==> src/rtl/gate_chk_pkg.sv <==
// Shared types and defaults for the gate truth-table checker.
package gate_chk_pkg;

  localparam int unsigned GATE_CHK_NUM_IN_DEF   = 3;
  localparam int unsigned GATE_CHK_SETTLE_DEF   = 2;
  // Settle counter width covers the full 0..15 hold range.
  localparam int unsigned GATE_CHK_SETTLE_W     = 4;

  typedef enum logic [1:0] {
    ST_IDLE  = 2'd0,
    ST_DRIVE = 2'd1,
    ST_DONE  = 2'd2
  } gate_chk_state_e;

endpackage : gate_chk_pkg

==> src/rtl/gate_chk_settle_timer.sv <==
// Per-vector hold counter: strobes sample_c on the last cycle a vector is held.
module gate_chk_settle_timer
  import gate_chk_pkg::*;
#(
  parameter int unsigned SETTLE_CYCLES = GATE_CHK_SETTLE_DEF
) (
  input  logic clk,
  input  logic rst,
  input  logic en_i,
  output logic sample_c
);

  logic [GATE_CHK_SETTLE_W-1:0] cnt_q;
  logic [GATE_CHK_SETTLE_W-1:0] cnt_d;

  always_ff @(posedge clk or posedge rst) begin
    if (rst) begin
      cnt_q <= '0;
    end else begin
      cnt_q <= cnt_d;
    end
  end

  // Counter restarts after every strobe so the next vector gets a full hold.
  always_comb begin
    sample_c = en_i && (cnt_q == GATE_CHK_SETTLE_W'(SETTLE_CYCLES));
    cnt_d    = cnt_q;
    if (!en_i || sample_c) begin
      cnt_d = '0;
    end else begin
      cnt_d = cnt_q + GATE_CHK_SETTLE_W'(1);
    end
  end

endmodule : gate_chk_settle_timer

==> config.mk <==
export PLATFORM = sky130hd
export DESIGN_NAME = gate_chk_settle_timer
export DESIGN_NICKNAME = d
export VERILOG_FILES = /design/src/rtl/gate_chk_pkg.sv /design/src/rtl/gate_chk_settle_timer.sv
export SDC_FILE = /design/constraint.sdc
export NUM_CORES = 1
export LEC_CHECK = 0
export CAP_MARGIN = 0
export CORE_AREA = 10 10 47 49
export CTS_CLUSTER_DIAMETER = 30
export DETAILED_ROUTE_END_ITERATION = 16
export DIE_AREA = 0 0 57 59
export GPL_TIMING_DRIVEN = 0
export HOLD_SLACK_MARGIN = 0.06
export PLACE_DENSITY = 0.38
export SETUP_SLACK_MARGIN = 0.02
export SYNTH_ARGS = -nofsm -noshare
export SYNTH_HDL_FRONTEND = slang
export SYNTH_SLANG_ARGS = --single-unit
==> constraint.sdc <==
create_clock -name clk -period 1.16 [get_ports clk]
set_input_delay 0.232 -clock clk [delete_from_list [all_inputs] [get_ports clk]]
set_output_delay 0.232 -clock clk [all_outputs]
set_load 0.02 [all_outputs]
# After elaboration in Yosys (flattened, before gate mapping)
# Index checks and enable logic that the tools add are counted.
[word_totals] register_bits=4 in_bits=3 wordCells=7 output_inout_bits=1
[classes] addsub=1 eq_ne=1 n_mux=1 reduce_logical=3
[ops] op="adder 4 x 1 -> 4 bit, second input constant" n=1
[ops] op="equality test 4 x 2 -> 1 bit, second input constant" n=1
[ops] op="2-to-1 mux 4 bit" n=1
[ops] op="logical AND 1 bit" n=1
[ops] op="logical NOT 1 bit" n=1
[ops] op="logical OR 1 bit" n=1

# Longest topological paths before layout
[depth] word_depth=4 ltp_mapped=5 ltp_nobuf=5

# Worst setup path after synthesis
# Ideal clock, no wire load.
[synth_path] kind="reg2out" from="register cnt_q[0]" to="output sample_c" t_arrival_ps=1018 path_buffers=0 t_required_ps=928 path_slack_ps=-90 stages_incl_launch_ff=6 cell_sequence="dfrtp_1 inv_1 ha_1 nand2b_4 nor2_1 and2_2"
[synth_via] elab_chain_cells=2
[synth_rtl] item="start: declaration" line_no="gate_chk_settle_timer.sv:13" source="logic [GATE_CHK_SETTLE_W-1:0] cnt_q;"
[synth_rtl] item="start signal: assignment" line_no="gate_chk_settle_timer.sv:20" source="cnt_q <= cnt_d;"
[synth_rtl] item="equality test 4 x 2 -> 1 bit" line_no="gate_chk_settle_timer.sv:26" source="sample_c = en_i && (cnt_q == GATE_CHK_SETTLE_W'(SETTLE_CYCLES));"
[synth_rtl] item="logical AND 1 bit" line_no="gate_chk_settle_timer.sv:26"
[synth_rtl] item="end: declaration" line_no="gate_chk_settle_timer.sv:10" source="output logic sample_c"
# No other way between the ends.

# Worst setup path after layout
# Ends and elaborated chain as after synthesis.

==> results.cfg <==
[run_status]
status = finished, violations left
violations = setup timing

[sta]
hold_viol = 0
worst_pin_slew_ns = 0.186
min_period_ns = 1.46
clock_skew_ns = 0.000235
drv_slew = 0
max_freq_mhz = 686
worst_slack_ns = -0.297
whs_ns = 0.181
setup_viol = 2
rsz0062_at_grt = yes
min_period_over_period = 1.26
relSlewSlack = 0.876

[synthesis]
synthAdderAreaFrac = 0.117
synth_cell_types = 13
syn-num-nets = 24
synth.mux.area_fraction = 0
yosys.area_share.xor_xnor = 0.0409
ys_warn_count = 0
netlist_area_um2 = 214
syn_inst = 19
synth_top_family_by_area = simple AND/OR/NAND/NOR gates
yosys.area_share.simple = 0.304
synth_compound_area_frac = 0.0351
postSynthAreaPerCell_um2 = 11.3
synth_seq_cells = 4
seq_area_frac_synth = 0.468

[global_route]
antenna_found_initial = 0
grt-ovfl-total = 0
grt_pass1_vias = 194
grt_use_total = 0.0255
grt_pass1_wl_um = 655
grt_max_degree = 6

[routing]
drc_errors = 0
vias = 164
drt_iter0_drc = 0
ant_nets = 0
drt-wirelength-per-cell_um = 9.13
routed_via_density = 3.57
drt-pass1-iter-count = 1
wl_um = 420

[clocking]
clkTransAtPathRegs_ns = 0.03
cts-htree-levels = 1
cts-root-buf = clkbuf_4
cts_hold_buf = 0
clk_latency_ns = 0.23
cts_inserted_buffers = 3
clk_path_buf_depth = 2
clkSinkCount = 4
cts_tree = yes

[critical_path]
slowest_delay_ns = 0.37
startpoint_type = flip-flop
cp_slowest_cell = dfrtp_1
path_max_fanout = 2
critPathCaptureType = output pin
worstSetupPathType = flip-flop to output pin
crit_required_ns = 0.93
cp.arrival_ns = 1.23
crit_chain = inv_1 -> ha_2 -> nand2b_4 -> nor2_4 -> and2_4 -> buf_6
reg2reg_depth = 5

[power_and_ir_drop]
peakVddDrop_mv = 0.609
finalPower_w = 0.000491
power_density_mw_per_mm2 = 1440
p_leak_nw = 0.156

[finish]
largest_reg_flops = 4
area_growth_pct = 59.6
regMostFlops = cnt_q
reg_top3 = cnt_q (4)
final_cell_mix = buf_4 (5), dfrtp_1 (4), clkbuf_4 (3), inv_1 (2), clkdlybuf4s50_1 (2)
drive_gt1_frac = 0.467
n_antenna_cell = 0
fin_nets = 37
final_common_cell = buf_4

[die]
num_io_pins = 4
num_rows = 14
die-area_mm2 = 0.00336
initial_core_util = 0.153
coreArea_mm2 = 0.00140
chipWidth_um = 57
die_h_um = 59

[place]
gp_congestion = 0.696
io_buffers = 3

[flow_run]
drv_cap = 0

[hold_path]
hold_class = input port to async pin
-- synth_stat cells --
library cell  n  area share
a21boi_0      1       0.035
nand2b_4      1       0.064
nand3_1       1       0.023
nor3b_1       2       0.070
and2_1        1       0.029
dfrtp_1       4        0.47
xnor2_1       1       0.041
and2_2        1       0.035
nor2_1        1       0.018
nand3b_1      1       0.035
ha_1          2        0.12
nand2b_1      1       0.029
inv_1         2       0.035
-- per-stage QoR --
stage / area, µm² / utilization / std cells / setup TNS, ns / setup WS, ns
2_1_floorplan: 225 / - / 19 / -0.0130 / -0.0130
3_3_place_gp: 275 / 0.196 / 38 / -0.624 / -0.624
3_5_place_dp: 275 / 0.196 / 38 / -0.622 / -0.622
4_1_cts: 322 / 0.229 / 44 / -0.329 / -0.329
5_1_grt: 342 / 0.244 / 46 / -0.441 / -0.357
6_report: 342 / 0.244 / 46 / -0.325 / -0.297
-- routing by layer --
metal  vias to the layer above  GRT usage  wire (µm)
met5                         -          0          0
met4                         0     0.0302          0
met3                         0     0.0150         30
met2                         3     0.0388        198
met1                        76     0.0213        191
li1                         85          -          -
-- cells by family (layout without fill, tap and decap cells) --
logic type                 count (synthesis)  count (layout)
and+or+nand+nor                            9               9
DFF                                        4               4
adders and majority gates                  2               2
buffers and inverters                      2              13
AOI/OAI and AO/OA                          1               1
xor gates and xnor gates                   1               1
-- power breakdown --
part	switching (W)	total (W)	internal [W]	leakage (nW)
sequential	0.0000156	0.000174	0.000158	0.0537
clock	0.0000467	0.000162	0.000115	0.0138
combinational	0.0000621	0.000155	0.0000931	0.0886
total	0.000124	0.000491	0.000366	0.156
-- critical path: cells and delay by family (launching register included) --
kind                     cells  cell delay [ns]
buffers and inverters        2             0.17
AND/OR/NAND/NOR              3             0.29
adder cells (fa/ha/maj)      1             0.18
flip-flops                   1             0.37
-- path summary, 6_finish.rpt --
check                                   startpoint            endpoint  slack [ns]
worst min register to register  cnt_q[1]$_DFF_PP0_  cnt_q[1]$_DFF_PP0_        0.61
worst min-delay path                           rst  cnt_q[2]$_DFF_PP0_        0.18
worst max register to register  cnt_q[0]$_DFF_PP0_  cnt_q[2]$_DFF_PP0_       -0.03
min in group clk                cnt_q[1]$_DFF_PP0_  cnt_q[1]$_DFF_PP0_        0.61
max in group asynchronous                      rst  cnt_q[3]$_DFF_PP0_        0.84
worst max-delay path            cnt_q[0]$_DFF_PP0_            sample_c       -0.30
-- area by class of cell --
type	count	area, µm²
inverter	2	7.51
multi-input combinational	13	123
fill	158	1060
timing repair buffer	8	68.8
tap	16	20.0
sequential	4	100
clock buffer	3	22.5
-- repair_timing --
action	CTS	global route
cloned	0	0
endpoints found under the hold margin	0	0
gates resized for setup	6	2
setup buffers	3	2
setup endpoints to repair	1	4
pin swaps	1	2
(Power assumes the default switching activity.)
